**config.mk**
```make
export PLATFORM = sky130hd
export DESIGN_NAME = noc_test_packet_tx
export DESIGN_NICKNAME = d
export VERILOG_FILES = /design/src/rtl/noc_test_packet_tx.sv
export SDC_FILE = /design/constraint.sdc
export NUM_CORES = 1
export LEC_CHECK = 0
export BUFFER_PORTS_ARGS = -buffer_cell sky130_fd_sc_hd__buf_2
export CAP_MARGIN = 15
export CORE_MARGIN = 2
export CORE_UTILIZATION = 45
export DETAILED_ROUTE_END_ITERATION = 16
export PLACE_DENSITY = 0.67
export SLEW_MARGIN = 5
export SYNTH_ARGS = -nofsm -noshare
export SYNTH_HDL_FRONTEND = slang
export SYNTH_SLANG_ARGS = --single-unit
```
**constraint.sdc**
```tcl
create_clock -name noc_clk -period 3.89 [get_ports noc_clk]
set_input_delay 0.1945 -clock noc_clk [delete_from_list [all_inputs] [get_ports noc_clk]]
set_output_delay 0.1945 -clock noc_clk [all_outputs]
set_load 0.005 [all_outputs]
```
**src/rtl/noc_test_packet_tx.sv**
```systemverilog
// Traffic generator for a NoC test node: sends cfg_num_pkts packets of cfg_pkt_len flits to one router.
// Latency: header valid the cycle after send_start; one flit per cycle while ready; GAP_CYCLES idle between packets.
// Backpressure: valid/ready; flit and flags are held stable while valid && !ready.
// Ports: noc_clk / noc_rst_n         clock, asynchronous active-low reset
//        send_start, cfg_*           run start pulse and run setup (latched on an accepted start)
//        sender_*                    flit interface towards the router local port
//        busy, done, pkts_sent       run status
module noc_test_packet_tx #(
  parameter int X_ID       = 0,
  parameter int Y_ID       = 0,
  parameter int DATA_WIDTH = 32,
  parameter int ID_W       = 4,
  parameter int GAP_CYCLES = 0
) (
  input  logic                  noc_clk,
  input  logic                  noc_rst_n,
  input  logic                  send_start,
  input  logic [ID_W-1:0]       cfg_dst_x,
  input  logic [ID_W-1:0]       cfg_dst_y,
  input  logic [7:0]            cfg_pkt_len,
  input  logic [15:0]           cfg_num_pkts,
  output logic                  sender_valid,
  input  logic                  sender_ready,
  output logic [DATA_WIDTH-1:0] sender_flit,
  output logic                  sender_is_header,
  output logic                  sender_is_tail,
  output logic                  busy,
  output logic                  done,
  output logic [15:0]           pkts_sent
);

  localparam logic [1:0] IDLE = 2'd0;
  localparam logic [1:0] SEND = 2'd1;
  localparam logic [1:0] GAP  = 2'd2;

  localparam logic [3:0] SRC_X   = 4'(X_ID);
  localparam logic [3:0] SRC_Y   = 4'(Y_ID);
  localparam logic [7:0] GAP_TOP = 8'(GAP_CYCLES - 1);

  logic [1:0]      state;
  logic [7:0]      idx;       // flit index inside the current packet
  logic [7:0]      len_q;     // effective packet length (never 0)
  logic [15:0]     num_q;
  logic [ID_W-1:0] dst_x_q;
  logic [ID_W-1:0] dst_y_q;
  logic [15:0]     seq;       // survives between runs, cleared only by reset
  logic [7:0]      gap_cnt;
  logic            last_flit;
  logic            more_pkts;

  // Outputs are decoded from registered state only, so they cannot change while a flit is stalled.
  assign sender_valid     = (state == SEND);
  assign busy             = (state != IDLE);
  assign sender_is_header = (state == SEND) && (idx == 8'd0);
  assign sender_is_tail   = (state == SEND) && last_flit;
  assign last_flit        = (idx == len_q - 8'd1);
  assign more_pkts        = ({1'b0, pkts_sent} + 17'd1) < {1'b0, num_q};

  always_comb begin
    sender_flit = '0;
    if (state == SEND) begin
      if (idx == 8'd0) begin
        sender_flit[31:0] = {4'(dst_x_q), 4'(dst_y_q), SRC_X, SRC_Y, seq[7:0], len_q};
      end else begin
        sender_flit[31:0] = {seq, 8'h00, idx};
      end
    end
  end

  always_ff @(posedge noc_clk or negedge noc_rst_n) begin
    if (!noc_rst_n) begin
      state     <= IDLE;
      idx       <= 8'd0;
      len_q     <= 8'd0;
      num_q     <= 16'd0;
      dst_x_q   <= '0;
      dst_y_q   <= '0;
      seq       <= 16'd0;
      gap_cnt   <= 8'd0;
      done      <= 1'b0;
      pkts_sent <= 16'd0;
    end else begin
      done <= 1'b0;
      case (state)
        IDLE: begin
          if (send_start) begin
            if (cfg_num_pkts != 16'd0) begin
              dst_x_q   <= cfg_dst_x;
              dst_y_q   <= cfg_dst_y;
              len_q     <= (cfg_pkt_len == 8'd0) ? 8'd1 : cfg_pkt_len;
              num_q     <= cfg_num_pkts;
              pkts_sent <= 16'd0;
              idx       <= 8'd0;
              state     <= SEND;
            end else begin
              // Empty run: report completion without touching the link or the counters.
              done <= 1'b1;
            end
          end
        end
        SEND: begin
          if (sender_ready) begin
            if (last_flit) begin
              seq       <= seq + 16'd1;
              pkts_sent <= pkts_sent + 16'd1;
              idx       <= 8'd0;
              if (more_pkts) begin
                if (GAP_CYCLES > 0) begin
                  gap_cnt <= GAP_TOP;
                  state   <= GAP;
                end
              end else begin
                state <= IDLE;
                done  <= 1'b1;
              end
            end else begin
              idx <= idx + 8'd1;
            end
          end
        end
        GAP: begin
          if (gap_cnt == 8'd0) begin
            state <= SEND;
          end else begin
            gap_cnt <= gap_cnt - 8'd1;
          end
        end
        default: state <= IDLE;
      endcase
    end
  end

endmodule

```
==> results.env, run 1 <==
P_LEAK_nW=2.60
VIAS_PER_CELL=5.74
FLOORPLAN.DIE_AREA_SQ_UM=11300
GRT_PASS1_WL_UM=20900
GLOBALROUTETOTALUTIL_PCT=23.2
SYNTH_TOP_FLOP_CELL='sky130_fd_sc_hd__dfrtp_1'
VIAS=4291
TIMING.CLOCK.SKEW_PS=11.1
CP_NUM_BUF_INV=0
FINAL_COUNT_OF_HOLD_TIMING_VIOLATIONS=0
CTS_HOLD_REPAIR.BUFFERS=1
CRIT_FAMILY='simple AND/OR/NAND/NOR gates'
YOSYSWARNINGS=0
INITIALDRTVIOLATIONCOUNT=266
MAX_STAGE_DELAY_PS=470
CTS.SINK_COUNT=74
INITIAL_UTILIZATION_PCT=46.1
WORST-PATH-MAX-FANOUT=7
PEAKVDDDROP_mV=0.297
BUFFER_PORTS.INSERTED=88
UNREPAIRED_SETUP_ENDPOINTS_AFTER_GLOBAL_ROUTING='no'
MAX_SLEW_MARGIN_PCT=33.9
DRCVIOLATIONCOUNT=0
MAX_SLEW.WORST_PIN.SLEW_PS=991
TRITONCTS_CLOCK_TREE='done'
CP-STARTPOINT='pkts_sent[0]'
SYNTH_EDF_COUNT=0
AVGROUTEDWIREPERCELL_UM=17.0
NUM_IO_PINS=89
PLACEMENTROWS=37
PIN_COUNT_OF_THE_BIGGEST_NET_ENTERING_GLOBAL_ROUTING=56
DETAIL-ROUTE-ANTENNA-NETS=0
MAX_CLOCK_FREQ_GHz=0.304
WORSTSETUPSTARTPOINTTYPE='flip-flop'
DRT-TOTAL-WL_UM=12700
PLACEMENT.CELL_AREA_SQ_UM=5240
MAXCAPVIOLATIONS=0
PLACE.DETAILED.HPWL_UM=8960
ANTENNA_FOUND_INITIAL=0
FLOORPLAN.CORE_AREA_SQ_UM=10200
FF_TO_FF_START='pkts_sent[0]'
SYN_AVG_CELL_AREA_SQ_UM=8.89
HOLD_CLASS='in2reg'
CRIT_PATH_TOP_DELAY_CELL='sky130_fd_sc_hd__dfrtp_1'
SYNTH_CELL_TYPES=53
TIMING.FINAL.CRIT_PERIOD_PS=3290
FIRST_GLOBAL_VIAS=4200
RESULT_OF_THE_RUN='finished clean'
INSERTION_DELAY_TO_THE_LATER_SINK_OF_THE_WORST_SKEW_PAIR_PS=360
SYNTH.CELL_AREA_SQ_UM=4710
CTS-BUFFERS-INSERTED=9
CRIT_ARRIVAL_PS=3590
DIE_H_UM=106
TIMING.SETUP.TNS_PS=0
SYNTH.YOSYS.SEQ_AREA_SHARE_PCT=39.3
POST_CTS_BUFFERS=0
POSTSYNTHCELLCOUNT=530
P_PER_AREA_nW_PER_UM2=566
CLOCK-ROOT-BUFFER='sky130_fd_sc_hd__clkbuf_8'
DIE_X_UM=106
WORST_HOLD_STARTPOINT='cfg_num_pkts[3]'
PLACE.GP.CONGESTION=0.917
CRITPATHREQUIREDTIME_PS=4190
FINAL-MAX-SLEW-VIOLATION-COUNT=0
CRIT_CHAIN='ha_1 > nand3_1 > nor4_2 > and3_1 > xor2_1 > ha_1 > nand3_1 > nor2_1 > a2111o_1 > a311oi_1 > or3_1'
FINAL_LAYOUT_SIZE_SUFFIX_GT1_SHARE_PCT=23.2
FLOW.AREA_GROWTH_FROM_SYNTHESIS_PCT=15.4
SETUP.WORST_PATH.CLASS='reg2reg'
CTS.HTREE.LEVELS=3
FINALNETCOUNT=662
POST-ROUTE-PERIOD-UTIL_PCT=84.6
YS_FF_LATCH=74
FIRSTDRTPASSITERS=5
SETUP-VIOLATIONS-FINAL=0
LAYOUT.CELL_AREA.NON_FILLER_SQ_UM=5440
MAX-CLOCK-PATH-BUFFERS=2
POST_CTS_RESIZE_COUNT=0
ANTENNA_CELLS_INSERTED=0
CTS.CLK_SLEW.WORST_PATHS_PS=80
WORST_SETUP_PATH_END_KIND='flip-flop'
GRT_REMAINING_OVERFLOW=0
SYNTHARSTFLOPSHARE_PCT=100
SYNTH_FP_NETS=586
FIN_UTIL_PCT=53.2
-- layout by cell type (no fill, tap or decap), types with 2 or more instances in the layout --
cell and n:
sky130_fd_sc_hd__a211oi_1 2, sky130_fd_sc_hd__a21oi_1 36, sky130_fd_sc_hd__a221o_1 3, sky130_fd_sc_hd__a311o_1 4, sky130_fd_sc_hd__a311oi_1 3, sky130_fd_sc_hd__a31o_2 2, sky130_fd_sc_hd__a31oi_1 2, sky130_fd_sc_hd__and2_1 2
sky130_fd_sc_hd__and3_1 27, sky130_fd_sc_hd__and4_1 5, sky130_fd_sc_hd__buf_2 88, sky130_fd_sc_hd__buf_4 9, sky130_fd_sc_hd__clkbuf_8 11, sky130_fd_sc_hd__clkinvlp_4 2, sky130_fd_sc_hd__dfrtp_1 74, sky130_fd_sc_hd__ha_1 20
sky130_fd_sc_hd__inv_1 23, sky130_fd_sc_hd__mux2_2 18, sky130_fd_sc_hd__nand2_1 73, sky130_fd_sc_hd__nand2b_1 4, sky130_fd_sc_hd__nand3_1 19, sky130_fd_sc_hd__nand3b_1 3, sky130_fd_sc_hd__nand4_1 19, sky130_fd_sc_hd__nor2_1 25
sky130_fd_sc_hd__nor2b_1 4, sky130_fd_sc_hd__nor3_1 14, sky130_fd_sc_hd__nor3b_1 4, sky130_fd_sc_hd__nor4_1 9, sky130_fd_sc_hd__nor4_2 2, sky130_fd_sc_hd__o211a_1 3, sky130_fd_sc_hd__o211ai_1 6, sky130_fd_sc_hd__o21ai_0 23
sky130_fd_sc_hd__or3_1 5, sky130_fd_sc_hd__or4_1 5, sky130_fd_sc_hd__xnor2_1 27, sky130_fd_sc_hd__xor2_1 15
-- path summary, 6_finish.rpt --
path | to | slack (ps) | cells past startpoint
worst max-delay path | state[0] | 600 | 11
worst min-delay path | num_q[3] | 60 | 3
worst max register to register | state[0] | 600 | 11
worst min register to register | seq[15] | 490 | 1
max in group asynchronous | seq[5] | 2410 | 3
min in group asynchronous | len_q[4] | 450 | 2
-- power by group --
group | leakage (nW) | internal [mW] | total, mW | switching (mW)
Combinational | 1.62 | 0.532 | 1.28 | 0.749
Sequential | 0.892 | 0.989 | 1.22 | 0.232
Clock | 0.0919 | 0.269 | 0.578 | 0.310
Total | 2.60 | 1.79 | 3.08 | 1.29
-- synth_stat cells, types with 5 or more instances --
| master | instances | area share, % |
|---|---|---|
| sky130_fd_sc_hd__nor2_1 | 25 | 2.0 |
| sky130_fd_sc_hd__nor4_1 | 9 | 1.2 |
| sky130_fd_sc_hd__o211ai_1 | 6 | 0.96 |
| sky130_fd_sc_hd__dfrtp_1 | 74 | 39 |
| sky130_fd_sc_hd__xor2_1 | 15 | 2.8 |
| sky130_fd_sc_hd__nand2_1 | 73 | 5.8 |
| sky130_fd_sc_hd__ha_1 | 20 | 5.3 |
| sky130_fd_sc_hd__buf_2 | 6 | 0.64 |
| sky130_fd_sc_hd__nor3_1 | 14 | 1.5 |
| sky130_fd_sc_hd__or3_1 | 5 | 0.66 |
| sky130_fd_sc_hd__nand4_1 | 19 | 2.5 |
| sky130_fd_sc_hd__clkbuf_1 | 20 | 1.6 |
| sky130_fd_sc_hd__xnor2_1 | 27 | 5.0 |
| sky130_fd_sc_hd__and4_1 | 5 | 0.93 |
| sky130_fd_sc_hd__o21ai_0 | 23 | 2.4 |
| sky130_fd_sc_hd__nand3_1 | 19 | 2.0 |
| sky130_fd_sc_hd__a21oi_1 | 36 | 3.8 |
| sky130_fd_sc_hd__or4_1 | 5 | 0.80 |
| sky130_fd_sc_hd__mux2_2 | 18 | 4.3 |
| sky130_fd_sc_hd__and3_1 | 27 | 3.6 |
| sky130_fd_sc_hd__inv_1 | 23 | 1.8 |
-- worst register-to-register path, cell delays in order (launching register included) --
cell                       delay (ps)
sky130_fd_sc_hd__dfrtp_1          470
sky130_fd_sc_hd__ha_1             290
sky130_fd_sc_hd__nand3_1          270
sky130_fd_sc_hd__nor4_2           450
sky130_fd_sc_hd__and3_1           310
sky130_fd_sc_hd__xor2_1           180
sky130_fd_sc_hd__ha_1             260
sky130_fd_sc_hd__nand3_1          110
sky130_fd_sc_hd__nor2_1            60
sky130_fd_sc_hd__a2111o_1         400
sky130_fd_sc_hd__a311oi_1         290
sky130_fd_sc_hd__or3_1            150
-- flip-flops by register name (all words and copies together) (netlist names) --
signal / count
pkts_sent: 16
len_q: 8
done: 1
state: 1
idx: 8
dst_y_q: 4
dst_x_q: 4
num_q: 16
seq: 16
-- routing by layer --
layer / vias up / share of wire (%) / wire, um / global-route usage [%]
li1: 2047 / - / - / -
met1: 2104 / 48 / 6100 / 32.6
met2: 126 / 46 / 5780 / 36.8
met3: 14 / 4.8 / 610 / 3.00
met4: 0 / 1.5 / 192 / 7.80
met5: - / 0 / 0 / 0
-- final cells by class --
type / instances / area [sq um]
Clock inverter: 5 / 37.5
Clock buffer: 11 / 151
Fill cell: 979 / 4790
Inverter: 24 / 90.1
Sequential cell: 74 / 1850
Multi-Input combinational cell: 399 / 2620
Tap cell: 136 / 170
Timing Repair Buffer: 98 / 518
-- per-stage QoR --
stage	setup WS (ps)	hold WS [ps]	std cells	total power, mW
2_1_floorplan	997	-101	530	2.15
3_3_place_gp	762	313	730	2.45
3_5_place_dp	659	317	730	2.50
4_1_cts	630	50.3	747	3.08
5_1_grt	362	62.2	747	3.31
6_report	599	61.4	747	3.08
-- kinds of logic (layout without fill, tap and decap cells) --
group / count (synthesis) / in the layout / share of synthesized area (%)
muxes: 18 / 18 / 4.30
AOI/OAI and AO/OA: 93 / 93 / 12.9
buffers and inverters: 57 / 138 / 5.34
xor gates and xnor gates: 42 / 42 / 7.81
DFF: 74 / 74 / 39.3
and+or+nand+nor: 226 / 226 / 25.1
adders and majority gates: 20 / 20 / 5.31
Power figures use the tool's default switching activity.
==> inputs of run 2 (changes only) <==
==> constraint.sdc (replaced) <==
create_clock -name noc_clk -period 3.3 [get_ports noc_clk]
set_input_delay 0.165 -clock noc_clk [delete_from_list [all_inputs] [get_ports noc_clk]]
set_output_delay 0.165 -clock noc_clk [all_outputs]
set_load 0.005 [all_outputs]
==> results.env, run 2 (synthesis results as in run 1) <==
INITIAL_UTILIZATION_PCT=46.1  # unchanged
INSERTION_DELAY_TO_THE_LATER_SINK_OF_THE_WORST_SKEW_PAIR_PS=360  # about the same
GRT_REMAINING_OVERFLOW=0  # unchanged
R2R-END='done'  # was state[0]
AVGROUTEDWIREPERCELL_UM=16.6  # was 17.0 um
ANTENNA_FOUND_INITIAL=0  # unchanged
GRT_PASS1_WL_UM=20700  # was 20900 um
BUFFER_PORTS.INSERTED=88  # unchanged
GLOBALROUTE.BUSIESTLAYER='met2'  # unchanged
REG2REG_DEPTH=12  # was 11
FINALNETCOUNT=669  # was 662
CTS.HTREE.LEVELS=3  # unchanged
CRIT_ARRIVAL_PS=3260  # was 3590 ps
DRCVIOLATIONCOUNT=0  # unchanged
CLOCK-ROOT-BUFFER='sky130_fd_sc_hd__clkbuf_8'  # unchanged
SETUP_SLACK_OF_THE_WORST_REGISTER_TO_REGISTER_PATH_PS=270  # was 600 ps
WORSTSETUPENDPOINT='done'  # was state[0]
PLACEMENT.CELL_AREA_SQ_UM=5300  # was 5240 sq um
DIE_H_UM=106  # unchanged
CRITPATHREQUIREDTIME_PS=3540  # was 4190 ps
DRT-TOTAL-WL_UM=12500  # was 12700 um
N_FILL_CELL=954  # was 979
PLACE.GP.CONGESTION=0.906  # was 0.917
HOLD_WS_PS=26.9  # was 61.4 ps
P_LEAK_nW=2.66  # was 2.60 nW
MAX_SLEW_MARGIN_PCT=21.1  # was 33.9%
PEAKVDDDROP_mV=0.280  # was 0.297 mV
POST-ROUTE-WORST-SETUP-SLACK_PS=274  # was 599 ps
GLOBALROUTETOTALUTIL_PCT=23.2  # about the same
ANTENNA_CELLS_INSERTED=0  # unchanged
FLOORPLAN.DIE_AREA_SQ_UM=11300  # unchanged
WORST_SETUP_PATH_END_KIND='flip-flop'  # unchanged
PLACE.DETAILED.HPWL_UM=8880  # was 8960 um
PRECTSSETUPSLACK_PS=30.7  # was 659 ps
MAX_SLEW.WORST_PIN.SLEW_PS=1180  # was 991 ps
PLACEMENTROWS=37  # unchanged
PIN_COUNT_OF_THE_BIGGEST_NET_ENTERING_GLOBAL_ROUTING=40  # was 56
DIE_X_UM=106  # unchanged
RESULT_OF_THE_RUN='finished clean'  # unchanged
MAX-CLOCK-PATH-BUFFERS=2  # unchanged
WORST-PATH-MAX-FANOUT=6  # was 7
LAYOUT_COMMON_CELLS='88 x sky130_fd_sc_hd__buf_2, 74 x sky130_fd_sc_hd__dfrtp_1, 73 x sky130_fd_sc_hd__nand2_1'  # unchanged
CTS.CLK_SLEW.WORST_PATHS_PS=80  # about the same
LAYOUT_COMMONEST_CELL='sky130_fd_sc_hd__buf_2'  # unchanged
FLOORPLAN.CORE_AREA_SQ_UM=10200  # unchanged
MAX_CLOCK_FREQ_GHz=0.330  # was 0.304 GHz
HOLD_CLASS='in2reg'  # unchanged
SETUP-VIOLATIONS-FINAL=0  # unchanged
UNREPAIRED_SETUP_ENDPOINTS_AFTER_GLOBAL_ROUTING='no'  # unchanged
FINAL_COUNT_OF_HOLD_TIMING_VIOLATIONS=0  # unchanged
FIRSTDRTPASSITERS=4  # was 5
TIMING.CLOCK.SKEW_PS=7.79  # was 11.1 ps
TRITONCTS_CLOCK_TREE='done'  # unchanged
REG_TOP3='num_q (16), pkts_sent (16), seq (16)'  # unchanged
VIAS_PER_CELL=5.58  # was 5.74
MAXCAPVIOLATIONS=0  # unchanged
CP-STARTPOINT='pkts_sent[1]'  # was pkts_sent[0]
TIMING.FINAL.CRIT_PERIOD_PS=3030  # was 3290 ps
FF_TO_FF_START='pkts_sent[1]'  # was pkts_sent[0]
GROUTE.LAYER.MET1.USAGE_PCT=33.1  # was 32.6%
MET2_USAGE_PCT=35.5  # was 36.8%
POST-ROUTE-PERIOD-UTIL_PCT=91.7  # was 84.6%
DETAIL-ROUTE-ANTENNA-NETS=0  # unchanged
FIRST_GLOBAL_VIAS=4140  # was 4200
INITIALDRTVIOLATIONCOUNT=407  # was 266
TIMING.SETUP.TNS_PS=0  # unchanged
FLOW.AREA_GROWTH_FROM_SYNTHESIS_PCT=18.0  # was 15.4%
GRT_UTIL_MET3_PCT=4.05  # was 3.00%
LAYOUT.CELL_AREA.NON_FILLER_SQ_UM=5560  # was 5440 sq um
CTS-BUFFERS-INSERTED=9  # unchanged
WORSTSETUPSTARTPOINTTYPE='flip-flop'  # unchanged
CTS.SINK_COUNT=74  # unchanged
P_PER_AREA_nW_PER_UM2=680  # was 566 nW/um^2
SETUP.WORST_PATH.CLASS='reg2reg'  # unchanged
NUM_IO_PINS=89  # unchanged
FINAL-MAX-SLEW-VIOLATION-COUNT=0  # unchanged
VIAS=4207  # was 4291
FINAL_LAYOUT_SIZE_SUFFIX_GT1_SHARE_PCT=24.4  # was 23.2%
run 2: per-stage QoR:
stage	utilization [%]	instances	total power, mW
detailed placement	51.8	736	2.97
global route	54.3	754	4.07
CTS	54.2	753	3.79
global placement	51.8	736	2.92
floorplan	-	530	2.54
finish	54.3	754	3.78
run 2: worst min-delay path by stage:
stage                                start          to  slack [ps]  cells after the start
after global routing          cfg_dst_x[3]  dst_x_q[3]          20                      2
after floorplan                  noc_rst_n        done        -130                      0
after global placement           noc_rst_n    len_q[4]         330                      1
after CTS                     cfg_dst_y[1]  dst_y_q[1]          20                      2
after detailed placement         noc_rst_n    len_q[5]         340                      1
final                     cfg_num_pkts[13]   num_q[13]          30                      3
run 2: area by class of cell:
cell class / instances / area [sq um] / area share, %
sequential: 74 / 1850 / 33.3
clock inverter: 6 / 88.8 / 1.60
clock buffer: 10 / 138 / 2.48
timing repair buffer: 105 / 583 / 10.5
inverter: 24 / 90.1 / 1.62
tap: 136 / 170 / 3.06
multi-input combinational: 399 / 2640 / 47.4
run 2: routing by layer:
| layer | vias up | routed length (um) |
|---|---|---|
| li1 | 2055 | - |
| met1 | 2019 | 6060 |
| met2 | 124 | 5650 |
| met3 | 9 | 707 |
| met4 | 0 | 104 |
| met5 | - | 0 |
run 2: worst max-delay path, cell delays in order (launching register included):
cell,delay [ps]
sky130_fd_sc_hd__dfrtp_1,420
sky130_fd_sc_hd__ha_1,280
sky130_fd_sc_hd__nand3_2,210
sky130_fd_sc_hd__nor2_2,230
sky130_fd_sc_hd__nand3_1,120
sky130_fd_sc_hd__xnor2_1,230
sky130_fd_sc_hd__ha_1,300
sky130_fd_sc_hd__and4_1,190
sky130_fd_sc_hd__nand2_1,60
sky130_fd_sc_hd__nor2_1,40
sky130_fd_sc_hd__a2111o_1,400
sky130_fd_sc_hd__a311oi_1,330
sky130_fd_sc_hd__nor2_1,100
run 2: what timing repair did:
item | 4_1_cts | 5_1_grt
hold endpoints to repair | 36 | 0
buffers inserted | 0 | 1
pin swaps | 0 | 1
hold buffers | 1 | 0
setup endpoints to repair | 2 | 2
resized for setup | 1 | 2
run 2: report_power, final:
part | internal (mW) | switching [mW]
combinational | 0.655 | 0.886
clock | 0.448 | 0.366
sequential | 1.17 | 0.261
total | 2.27 | 1.51
==> inputs of run 3 (changes only) <==
--- a/config.mk
+++ b/config.mk
@@ -11,7 +11,8 @@
 export CORE_UTILIZATION = 45
 export DETAILED_ROUTE_END_ITERATION = 16
 export PLACE_DENSITY = 0.67
-export SLEW_MARGIN = 5
+export REMOVE_ABC_BUFFERS = 1
+export SLEW_MARGIN = 25
 export SYNTH_ARGS = -nofsm -noshare
 export SYNTH_HDL_FRONTEND = slang
 export SYNTH_SLANG_ARGS = --single-unit
==> results.env, run 3 (synthesis results as in run 1) <==
RESULT_OF_THE_RUN='finished clean'  # unchanged
DRT-TOTAL-WL_UM=12500  # about the same
CELL_INTERNAL_PWR_mW=2.17  # was 2.27 mW
AVGROUTEDWIREPERCELL_UM=16.6  # about the same
MAX_CLOCK_FREQ_GHz=0.334  # was 0.330 GHz
PLACEMENTROWS=37  # unchanged
FIN_UTIL_PCT=53.9  # was 54.3%
CPMOSTUSEDCELL='sky130_fd_sc_hd__ha_1'
N_FILL_CELL=976  # was 954
FINAL_LAYOUT_SIZE_SUFFIX_GT1_SHARE_PCT=24.3  # was 24.4%
INITIAL_UTILIZATION_PCT=46.1  # unchanged
P_PER_AREA_nW_PER_UM2=669  # was 680 nW/um^2
PLACE.DETAILED.HPWL_UM=8830  # was 8880 um
CRIT_CHAIN='ha_1 > nand3_2 > nor4_4 > and3_1 > xor2_1 > ha_1 > a21oi_1 > nor2b_1 > a2111o_1 > a311oi_2 > or3_1'  # was ha_1 > nand3_2 > nor2_2 > nand3_1 > xnor2_1 > ha_1 > and4_1 > nand2_1 > nor2_1 > a2111o_1 > a311oi_1 > nor2_1
PEAKVDDDROP_mV=0.435  # was 0.280 mV
MAX-CLOCK-PATH-BUFFERS=2  # unchanged
WORST_SETUP_PATH_END_KIND='flip-flop'  # unchanged
TIMING.FINAL.CRIT_PERIOD_PS=3000  # was 3030 ps
BUFFER_PORTS.INSERTED=88  # unchanged
CLOCK-ROOT-BUFFER='sky130_fd_sc_hd__clkbuf_8'  # unchanged
CRITPATHREQUIREDTIME_PS=3600  # was 3540 ps
CTS.CLK_SLEW.WORST_PATHS_PS=80  # about the same
FINAL-MAX-SLEW-VIOLATION-COUNT=0  # unchanged
UNREPAIRED_SETUP_ENDPOINTS_AFTER_GLOBAL_ROUTING='no'  # unchanged
CRIT_PATH_TOP_DELAY_CELL='sky130_fd_sc_hd__dfrtp_1'  # unchanged
PIN_COUNT_OF_THE_BIGGEST_NET_ENTERING_GLOBAL_ROUTING=75  # was 40
ANTENNA_FOUND_INITIAL=0  # unchanged
REG_TOP3='num_q (16), pkts_sent (16), seq (16)'  # unchanged
DP.CELLS=736  # unchanged
CLOCKPOWERSHARE_PCT=19.2  # was 21.5%
PLACE.GP.CONGESTION=0.910  # was 0.906
MAX_SLEW_MARGIN_PCT=51.9  # was 21.1%
FIRST_GLOBAL_VIAS=4187  # was 4140
TRITONCTS_CLOCK_TREE='done'  # unchanged
CRIT_ARRIVAL_PS=3300  # was 3260 ps
SETUP-VIOLATIONS-FINAL=0  # unchanged
NUM_IO_PINS=89  # unchanged
LAYOUT_COMMON_CELLS='88 x sky130_fd_sc_hd__buf_2, 73 x sky130_fd_sc_hd__nand2_1, 73 x sky130_fd_sc_hd__dfrtp_1'  # was 88 x sky130_fd_sc_hd__buf_2, 74 x sky130_fd_sc_hd__dfrtp_1, 73 x sky130_fd_sc_hd__nand2_1
POWER.SHARE.SEQUENTIAL_PCT=38.5  # was 37.7%
INSERTION_DELAY_TO_THE_LATER_SINK_OF_THE_WORST_SKEW_PAIR_PS=360  # about the same
DIE_H_UM=106  # unchanged
COMB_POWER_SHARE_PCT=42.3  # was 40.8%
CTS.SINK_COUNT=74  # unchanged
CRIT_FAMILY='simple AND/OR/NAND/NOR gates'  # unchanged
INITIALDRTVIOLATIONCOUNT=263  # was 407
NET_SWITCHING_POWER_mW=1.52  # was 1.51 mW
CP_NUM_BUF_INV=0  # unchanged
CTS-BUFFERS-INSERTED=9  # unchanged
DETAIL-ROUTE-ANTENNA-NETS=0  # unchanged
DIE_X_UM=106  # unchanged
MAX_SLEW.WORST_PIN.SLEW_PS=720  # was 1180 ps
WORSTSETUPSTARTPOINTTYPE='flip-flop'  # unchanged
ANTENNA_CELLS_INSERTED=0  # unchanged
LAYOUT_COMMONEST_CELL='sky130_fd_sc_hd__buf_2'  # unchanged
MAXCAPVIOLATIONS=0  # unchanged
HOLD_WS_PS=23.6  # was 26.9 ps
VIAS_PER_CELL=5.59  # was 5.58
HOLD_CLASS='in2reg'  # unchanged
MAX_STAGE_DELAY_PS=430  # was 420 ps
FLOW.AREA_GROWTH_FROM_SYNTHESIS_PCT=17.1  # was 18.0%
SETUP_SLACK_OF_THE_WORST_REGISTER_TO_REGISTER_PATH_PS=300  # was 270 ps
DRCVIOLATIONCOUNT=0  # unchanged
GRT_PASS1_WL_UM=20700  # about the same
P_LEAK_nW=2.63  # was 2.66 nW
FINALNETCOUNT=668  # was 669
FLOORPLAN.DIE_AREA_SQ_UM=11300  # unchanged
WORST-PATH-MAX-FANOUT=6  # unchanged
GRT_REMAINING_OVERFLOW=0  # unchanged
VIAS=4207  # unchanged
SETUP.WORST_PATH.CLASS='reg2reg'  # unchanged
POST-ROUTE-PERIOD-UTIL_PCT=90.8  # was 91.7%
FIRSTDRTPASSITERS=4  # unchanged
CTS.HTREE.LEVELS=3  # unchanged
GLOBALROUTETOTALUTIL_PCT=23.0  # was 23.2%
SWITCHING_FRACTION_OF_TOTAL_POWER_PCT=41.1  # was 40.0%
TIMING.CLOCK.SKEW_PS=7.27  # was 7.79 ps
FIN_CELLS=753  # was 754
FLOORPLAN.CORE_AREA_SQ_UM=10200  # unchanged
FINAL_COUNT_OF_HOLD_TIMING_VIOLATIONS=0  # unchanged
-- run 3: changes by cell type in the layout (fill, tap and decap cells not counted), sizes merged --
cell    change
clkbuf      +1
clkinv      +1
buf         -1
bufinv      -1
inv         -1
-- run 3: final timing paths --
path,to,start,depth (start not counted)
setup / recovery,state[0],pkts_sent[1],11
hold / removal,num_q[15],cfg_num_pkts[15],3
setup reg to reg,state[0],pkts_sent[1],11
hold reg to reg,seq[15],seq[15],1
max in group asynchronous,pkts_sent[2],noc_rst_n,3
min in group asynchronous,seq[9],noc_rst_n,3
-- run 3: area by class of cell --
class	instances	area, sq um	area share, %
tap	136	170	3.08
clock inverter	5	55.1	0.998
multi-input combinational	399	2640	47.9
timing repair buffer	104	576	10.4
inverter	24	90.1	1.63
sequential	74	1850	33.6
clock buffer	11	131	2.38
-- run 3: worst register-to-register path, stage by stage, from the launching register on --
cell                       delay [ps]
sky130_fd_sc_hd__dfrtp_1          430
sky130_fd_sc_hd__ha_1             260
sky130_fd_sc_hd__nand3_2          210
sky130_fd_sc_hd__nor4_4           290
sky130_fd_sc_hd__and3_1           310
sky130_fd_sc_hd__xor2_1           170
sky130_fd_sc_hd__ha_1             260
sky130_fd_sc_hd__a21oi_1          120
sky130_fd_sc_hd__nor2b_1           60
sky130_fd_sc_hd__a2111o_1         390
sky130_fd_sc_hd__a311oi_2         280
sky130_fd_sc_hd__or3_1            160
-- run 3: power groups by stage --
stage	combinational (mW)	sequential (mW)	clock (mW)
floorplan	1.04	1.37	0
global placement	1.48	1.42	0
detailed placement	1.54	1.43	0
CTS	1.55	1.42	0.724
global route	1.75	1.46	0.766
finish	1.56	1.42	0.709
-- run 3: per-layer routing --
layer | GRT usage [%] | share of wire [%] | vias up
met4 | 8.27 | 2.2 | 0
met2 | 37.2 | 47 | 96
met5 | 0 | 0 | -
li1 | - | - | 2056
met1 | 31.1 | 46 | 2036
met3 | 3.74 | 4.4 | 19
-- run 3: repair_timing --
item | 4_1_cts | 5_1_grt
gates resized for setup | 0 | 5
endpoints found under the setup margin | 0 | 2
setup buffers | 0 | 0
hold buffers | 1 | 0
endpoints found under the hold margin | 74 | 0
-- run 3: through the flow --
| stage | TNS, ps | worst slack [ps] | total power, mW | instance area [sq um] |
|---|---|---|---|---|
| detailed placement | 0 | 87.4 | 2.97 | 5300 |
| finish | 0 | 302 | 3.69 | 5520 |
| CTS | 0 | 63.7 | 3.69 | 5490 |
| global placement | 0 | 239 | 2.90 | 5300 |
| global route | 0 | 62.5 | 3.98 | 5520 |
| floorplan | -458 | -106 | 2.42 | 4550 |
